[config.mk]
export PLATFORM = sky130hd
export DESIGN_NAME = usr_shift_sequencer
export DESIGN_NICKNAME = d
export VERILOG_FILES = /design/src/rtl/usr_pkg.sv /design/src/rtl/usr_shift_counter.sv /design/src/rtl/usr_shift_sequencer.sv
export SDC_FILE = /design/constraint.sdc
export NUM_CORES = 1
export LEC_CHECK = 0
export ABC_AREA = 1
export CAP_MARGIN = 0
export CORE_MARGIN = 2
export CORE_UTILIZATION = 54
export CTS_CLUSTER_SIZE = 14
export DETAILED_ROUTE_END_ITERATION = 8
export DONT_BUFFER_PORTS = 1
export PLACE_DENSITY_LB_ADDON = 0.15
export SLEW_MARGIN = 10
export SYNTH_ARGS = -nofsm -noshare
export SYNTH_HDL_FRONTEND = slang
export SYNTH_SLANG_ARGS = --single-unit
[constraint.sdc]
create_clock -name i_clk -period 1.6 [get_ports i_clk]
set_input_delay 0.08 -clock i_clk [delete_from_list [all_inputs] [get_ports i_clk]]
set_output_delay 0.08 -clock i_clk [all_outputs]
set_load 0.05 [all_outputs]
[src/rtl/usr_pkg.sv]
// Shared encodings for the universal shift register sequencer.
// Op, fill, register mode and FSM state codes.
package usr_pkg;

    localparam logic [1:0] OP_NOP     = 2'b00;
    localparam logic [1:0] OP_SHIFT_R = 2'b01;
    localparam logic [1:0] OP_SHIFT_L = 2'b10;
    localparam logic [1:0] OP_LOAD    = 2'b11;

    localparam logic [1:0] FILL_ZERO   = 2'b00;
    localparam logic [1:0] FILL_ONE    = 2'b01;
    localparam logic [1:0] FILL_ROTATE = 2'b10;
    localparam logic [1:0] FILL_ARITH  = 2'b11;

    localparam logic [1:0] SEL_HOLD = 2'b00;
    localparam logic [1:0] SEL_SHR  = 2'b01;
    localparam logic [1:0] SEL_SHL  = 2'b10;
    localparam logic [1:0] SEL_LOAD = 2'b11;

    localparam logic [1:0] ST_IDLE  = 2'd0;
    localparam logic [1:0] ST_LOAD  = 2'd1;
    localparam logic [1:0] ST_SHIFT = 2'd2;
    localparam logic [1:0] ST_DONE  = 2'd3;

    typedef enum logic [1:0] {
        S_IDLE  = ST_IDLE,
        S_LOAD  = ST_LOAD,
        S_SHIFT = ST_SHIFT,
        S_DONE  = ST_DONE
    } state_t;

endpackage

[src/rtl/usr_shift_counter.sv]
// Shift-count down-counter: loads at command acceptance, steps once per
// shift cycle, and flags the final cycle so the FSM never sees a wrap.
module usr_shift_counter
    import usr_pkg::*;
#(
    parameter int CNT_WIDTH = 3
) (
    input  logic                 i_clk,
    input  logic                 i_clr,
    input  logic                 i_load,
    input  logic [CNT_WIDTH-1:0] i_value,
    input  logic                 i_dec,
    output logic                 o_last,
    output logic [CNT_WIDTH-1:0] o_count
);

    logic [CNT_WIDTH-1:0] r_cnt;

    always_ff @(posedge i_clk) begin
        if (i_clr) begin
            r_cnt <= '0;
        end else if (i_load) begin
            r_cnt <= i_value;
        end else if (i_dec && (r_cnt != '0)) begin
            r_cnt <= r_cnt - CNT_WIDTH'(1);
        end
    end

    assign o_last  = (r_cnt == CNT_WIDTH'(1));
    assign o_count = r_cnt;

endmodule

[src/rtl/usr_shift_sequencer.sv]
// Command sequencer driving a 4-bit universal shift register:
// one command per handshake, registered mode/data, live serial fill.
module usr_shift_sequencer
    import usr_pkg::*;
#(
    parameter int DATA_WIDTH  = 4,
    parameter int DATA_WIDTH1 = 2,
    parameter int CNT_WIDTH   = 3
) (
    input  logic                   i_clk,
    input  logic                   clr,
    input  logic                   cmd_valid,
    output logic                   cmd_ready,
    input  logic [1:0]             cmd_op,
    input  logic [1:0]             cmd_fill,
    input  logic [CNT_WIDTH-1:0]   cmd_count,
    input  logic [DATA_WIDTH-1:0]  cmd_data,
    input  logic [DATA_WIDTH-1:0]  q_in,
    output logic [DATA_WIDTH1-1:0] sel_mux,
    output logic [DATA_WIDTH-1:0]  par_out,
    output logic                   sr,
    output logic                   sl,
    output logic                   busy,
    output logic                   done
);

    state_t                  r_state;
    state_t                  w_next;
    logic [1:0]              r_op;
    logic [1:0]              r_fill;
    logic [DATA_WIDTH-1:0]   r_par;
    logic [DATA_WIDTH1-1:0]  r_sel;
    logic [DATA_WIDTH1-1:0]  w_sel_next;
    logic                    r_done;
    logic                    r_busy;
    logic                    r_ready;
    logic                    w_accept;
    logic                    w_is_shift;
    logic                    w_last;
    logic [1:0]              w_op;
    logic                    w_sr;
    logic                    w_sl;
    logic [CNT_WIDTH-1:0]    w_count;

    assign w_accept   = cmd_valid && r_ready;
    assign w_is_shift = (cmd_op == OP_SHIFT_R) || (cmd_op == OP_SHIFT_L);
    assign w_op       = w_accept ? cmd_op : r_op;

    usr_shift_counter #(
        .CNT_WIDTH (CNT_WIDTH)
    ) u_cnt (
        .i_clk   (i_clk),
        .i_clr   (clr),
        .i_load  (w_accept),
        .i_value (cmd_count),
        .i_dec   (r_state == S_SHIFT),
        .o_last  (w_last),
        .o_count (w_count)
    );

    always_comb begin
        w_next     = r_state;
        w_sel_next = SEL_HOLD;
        case (r_state)
            S_IDLE: begin
                if (w_accept) begin
                    if (cmd_op == OP_LOAD) begin
                        w_next = S_LOAD;
                    end else if (w_is_shift && (cmd_count != '0)) begin
                        w_next = S_SHIFT;
                    end else begin
                        w_next = S_DONE;
                    end
                end
            end
            S_LOAD:  w_next = S_DONE;
            S_SHIFT: if (w_last) w_next = S_DONE;
            S_DONE:  w_next = S_IDLE;
            default: w_next = S_IDLE;
        endcase
        // Outputs are registered, so decode them from the next state.
        case (w_next)
            S_LOAD:  w_sel_next = SEL_LOAD;
            S_SHIFT: w_sel_next = (w_op == OP_SHIFT_L) ? SEL_SHL : SEL_SHR;
            default: w_sel_next = SEL_HOLD;
        endcase
    end

    always_ff @(posedge i_clk) begin
        if (clr) begin
            r_state <= S_IDLE;
            r_op    <= OP_NOP;
            r_fill  <= FILL_ZERO;
            r_par   <= '0;
            r_sel   <= SEL_HOLD;
            r_done  <= 1'b0;
            r_busy  <= 1'b0;
            r_ready <= 1'b1;
        end else begin
            r_state <= w_next;
            if (w_accept) begin
                r_op   <= cmd_op;
                r_fill <= cmd_fill;
            end
            if (w_accept && (cmd_op == OP_LOAD)) begin
                r_par <= cmd_data;
            end
            r_sel   <= w_sel_next;
            r_done  <= (w_next == S_DONE);
            r_busy  <= (w_next != S_IDLE);
            r_ready <= (w_next == S_IDLE);
        end
    end

    always_comb begin
        w_sr = 1'b0;
        w_sl = 1'b0;
        if (r_state == S_SHIFT) begin
            case (r_fill)
                FILL_ONE: begin
                    w_sr = 1'b1;
                    w_sl = 1'b1;
                end
                FILL_ROTATE: begin
                    w_sr = q_in[0];
                    w_sl = q_in[DATA_WIDTH-1];
                end
                FILL_ARITH: w_sr = q_in[DATA_WIDTH-1];
                default: begin
                    w_sr = 1'b0;
                    w_sl = 1'b0;
                end
            endcase
        end
    end

    logic w_unused;
    assign w_unused = ^w_count;

    assign cmd_ready = r_ready;
    assign sel_mux   = r_sel;
    assign par_out   = r_par;
    assign sr        = w_sr;
    assign sl        = w_sl;
    assign busy      = r_busy;
    assign done      = r_done;

endmodule
==> impl_metrics.csv <==
group,metric,value,unit
yosys,synth_area_leaders,"dfxtp_1, ha_1, nand2_1, inv_1, a21oi_1",
finish,diodes,0,
routing,drtPass1Iterations,5,
cts,clk_pin_slew,110,ps
routing,via_count,975,
placed_design,place_area,1187,sq um
routing,post-route-drc-count,0,
floorplanning,ios,29,
yosys,synthArstFlopShare,0,%
yosys,yosys.area.top_type,"dfxtp_1",
global_route,globalRouteOverflowTotal,0,
cts,numCtsBuffers,3,
yosys,syn_nets,166,
sta,maxSlewViolCount,0,
finish,area_growth,38.03,%
critical_path,reg2reg_from,"r_state[0]",
yosys,syn_area_per_cell,7.685,sq um
routing,drt_iter0_drc,20,
finish,design_area,1421,sq um
cts,clock_path_buffers,2,
yosys,synthXorXnorAreaFrac,0,%
yosys,synth_top_family_by_area,"simple AND/OR/NAND/NOR gates",
critical_path,worstSetupStartpointType,"flip-flop",
critical_path,worstPathArrival,1800,ps
power_and_ir_drop,total_power,0.002564,W
yosys,yosys.area_share.simple,24.06,%
sta,tightest_slew,480.7,ps
sta,fmax,625.9,MHz
yosys,synth-adder-area-share,17.01,%
placed_design,place.detailed.hpwl,1.527,mm
global_route,grt_pass1_wl,3.036,mm
cts,cts_tree,"done",
routing,wire_per_inst,12.81,microns
yosys,synth_compound_area_share,14.09,%
critical_path,crit_fanout,4,
sta,finalCritPeriodShare,99.85,%
sta,relSlewSlack,67.91,%
yosys,synthMuxAreaShare,0,%
routing,ant_nets,0,
flow_run,cap_violations,0,
yosys,syn_inst,134,
sta,fin_skew,3.011,ps
floorplanning,die_h,47.67,microns
global_route,antenna_found_initial,0,
yosys,synth_edf_count,0,
yosys,yosysWarnings,0,
sta,hold_violations,0,
routing,wl_met2,1.301,mm
sta,setup_violations,0,
worst_hold_path,hold_path.startpoint,"cmd_count[2]",
worst_hold_path,min_to,"u_cnt.o_count[2]",
routing,viasPerCell,5.105,
cts,insertion_delay,300,ps
yosys,synthFlopType,"dfxtp_1",
critical_path,r2r_slack,2,ps
routing,m1WireLength,1.020,mm
floorplanning,core_area,1764,sq um
global_route,grt_pass1_vias,828,
yosys,synth.most_common_cell,"nand2_1",
cts,clockRootBuffer,"clkbuf_4",
critical_path,ff2ff_path_depth,9,
critical_path,cp_data_required_time,1810,ps
cts,cts_sinks,18,
placed_design,place_congestion,0.7514,
sta,tns,0,ps
floorplanning,num_rows,15,
global_route,grt_util_all_layers,19.52,%
floorplanning,start_util,58.37,%
cts,htreeDepth,1,
critical_path,reg2reg_to,"sel_mux[1]",
yosys,seq_area_frac_synth,34.99,%
power_and_ir_drop,p_leak,0.6651,nW
sta,period_needed,1598,ps
yosys,yosysUniqueCellTypes,19,
critical_path,endpoint_kind,"flip-flop",
floorplanning,die_area,2272,sq um
sta,hold_slack,1.400,ps
placed_design,port-buffer-count,0,
routing,top_layer_used,"met4",
finish,nets,199,
yosys,synth_common_cells,"nand2_1, inv_1, dfxtp_1",
critical_path,critPathKind,"reg2reg",
finish,drive_above_1_share,36.14,%
worst_hold_path,hp-class,"in2reg",
yosys,yosys.area.top_type_share,34.99,%
routing,wl_met3,85,microns
yosys,ys_ff_latch,18,
power_and_ir_drop,ir_drop,1.428,mV
status,outcome,"finished clean",
routing,wl,2.447,mm
worst_hold_path,min_path_cells,4,
global_route,grt_max_degree,14,
power_and_ir_drop,cellPowerDensity,1804,nW/um^2
yosys,mappedNetlistArea,1030,sq um
floorplanning,fp.dieW,47.67,microns
[stage by stage]
| stage | instances | util [%] | worst slack, ps |
|---|---|---|---|
| after floorplan | 134 | - | -0.9115 |
| after global placement | 173 | 67.31 | -0.07960 |
| after detailed placement | 173 | 67.31 | -43.96 |
| after CTS | 183 | 72.91 | -13.47 |
| after global routing | 191 | 80.57 | -17.58 |
| final | 191 | 80.57 | 2.336 |
[cells in the final DEF, fill, tap and decap left out, types with 5 or more instances in the layout]
cell           Yosys  layout
buf_4              0      20
nor2_1            10       8
nand2_2            6       6
dfxtp_1           18      12
inv_1             20      15
nand3_1            9       9
a21oi_1           11      10
dfxtp_2            0       5
o21ai_0            7       6
ha_1              14      10
inv_2              3       6
nand2_1           25      24
dlygate4sd3_1      0      10
[report_power, final]
part           switching [W]  internal [W]  total, W
clock               0.000150      0.000139  0.000289
combinational       0.000815      0.000665   0.00148
sequential          0.000208      0.000587  0.000795
[cell families after synthesis]
logic type               after synthesis
flip-flops                            18
buffers and inverters                 25
adder cells (fa/ha/maj)               14
AO/OA/AOI/OAI                         23
AND/OR/NAND/NOR                       54
[worst max-delay path, cell delays in order, from the launching register on]
cell and delay (ps):
dfxtp_2 370, inv_4 50, ha_4 160, buf_4 130, o22ai_2 220, buf_4 160
inv_1 80, ha_4 180, nand3_1 90, a21oi_2 60
[how the worst max path moves through the flow]
stage / end / slack (ps) / cells past startpoint / startpoint
after floorplan: sel_mux[1] / -0.9 / 8 / cmd_ready
after global placement: sel_mux[1] / -0.08 / 11 / u_cnt.o_count[1]
after detailed placement: sel_mux[1] / -40 / 11 / u_cnt.o_count[1]
after CTS: sel_mux[1] / -10 / 11 / u_cnt.o_count[1]
after global routing: sel_mux[0] / -20 / 11 / u_cnt.o_count[1]
final: sel_mux[1] / 2 / 9 / r_state[0]
[what timing repair did]
action | in CTS | in global routing
buffers inserted | 1 | 3
setup endpoints to repair | 3 | 5
hold buffers | 5 | 5
endpoints found under the hold margin | 18 | 12
pin swaps | 0 | 5
resized for setup | 4 | 17
[metal layers]
metal	vias to the layer above	GRT usage, %
li1	485	-
met1	458	20.88
met3	7	3.774
met4	0	9.730
met5	-	0
met2	25	36.22
[flip-flops by register name (all words and copies together) (netlist names)]
| register | flops |
|---|---|
| busy | 1 |
| cmd_ready | 1 |
| done | 1 |
| par_out | 4 |
| r_fill | 2 |
| r_op | 2 |
| r_state | 2 |
| sel_mux | 2 |
| u_cnt.o_count | 3 |
[final cells by class]
cell class	count	area, sq um
repair buffers	30	250.2
multi-input cells	91	641.9
flip-flops and latches	18	370.4
fillers	133	342.8
clock buffers	4	36.28
well taps	25	31.28
inverters	23	91.34
Note: power is estimated with default switching activity, not from simulation.
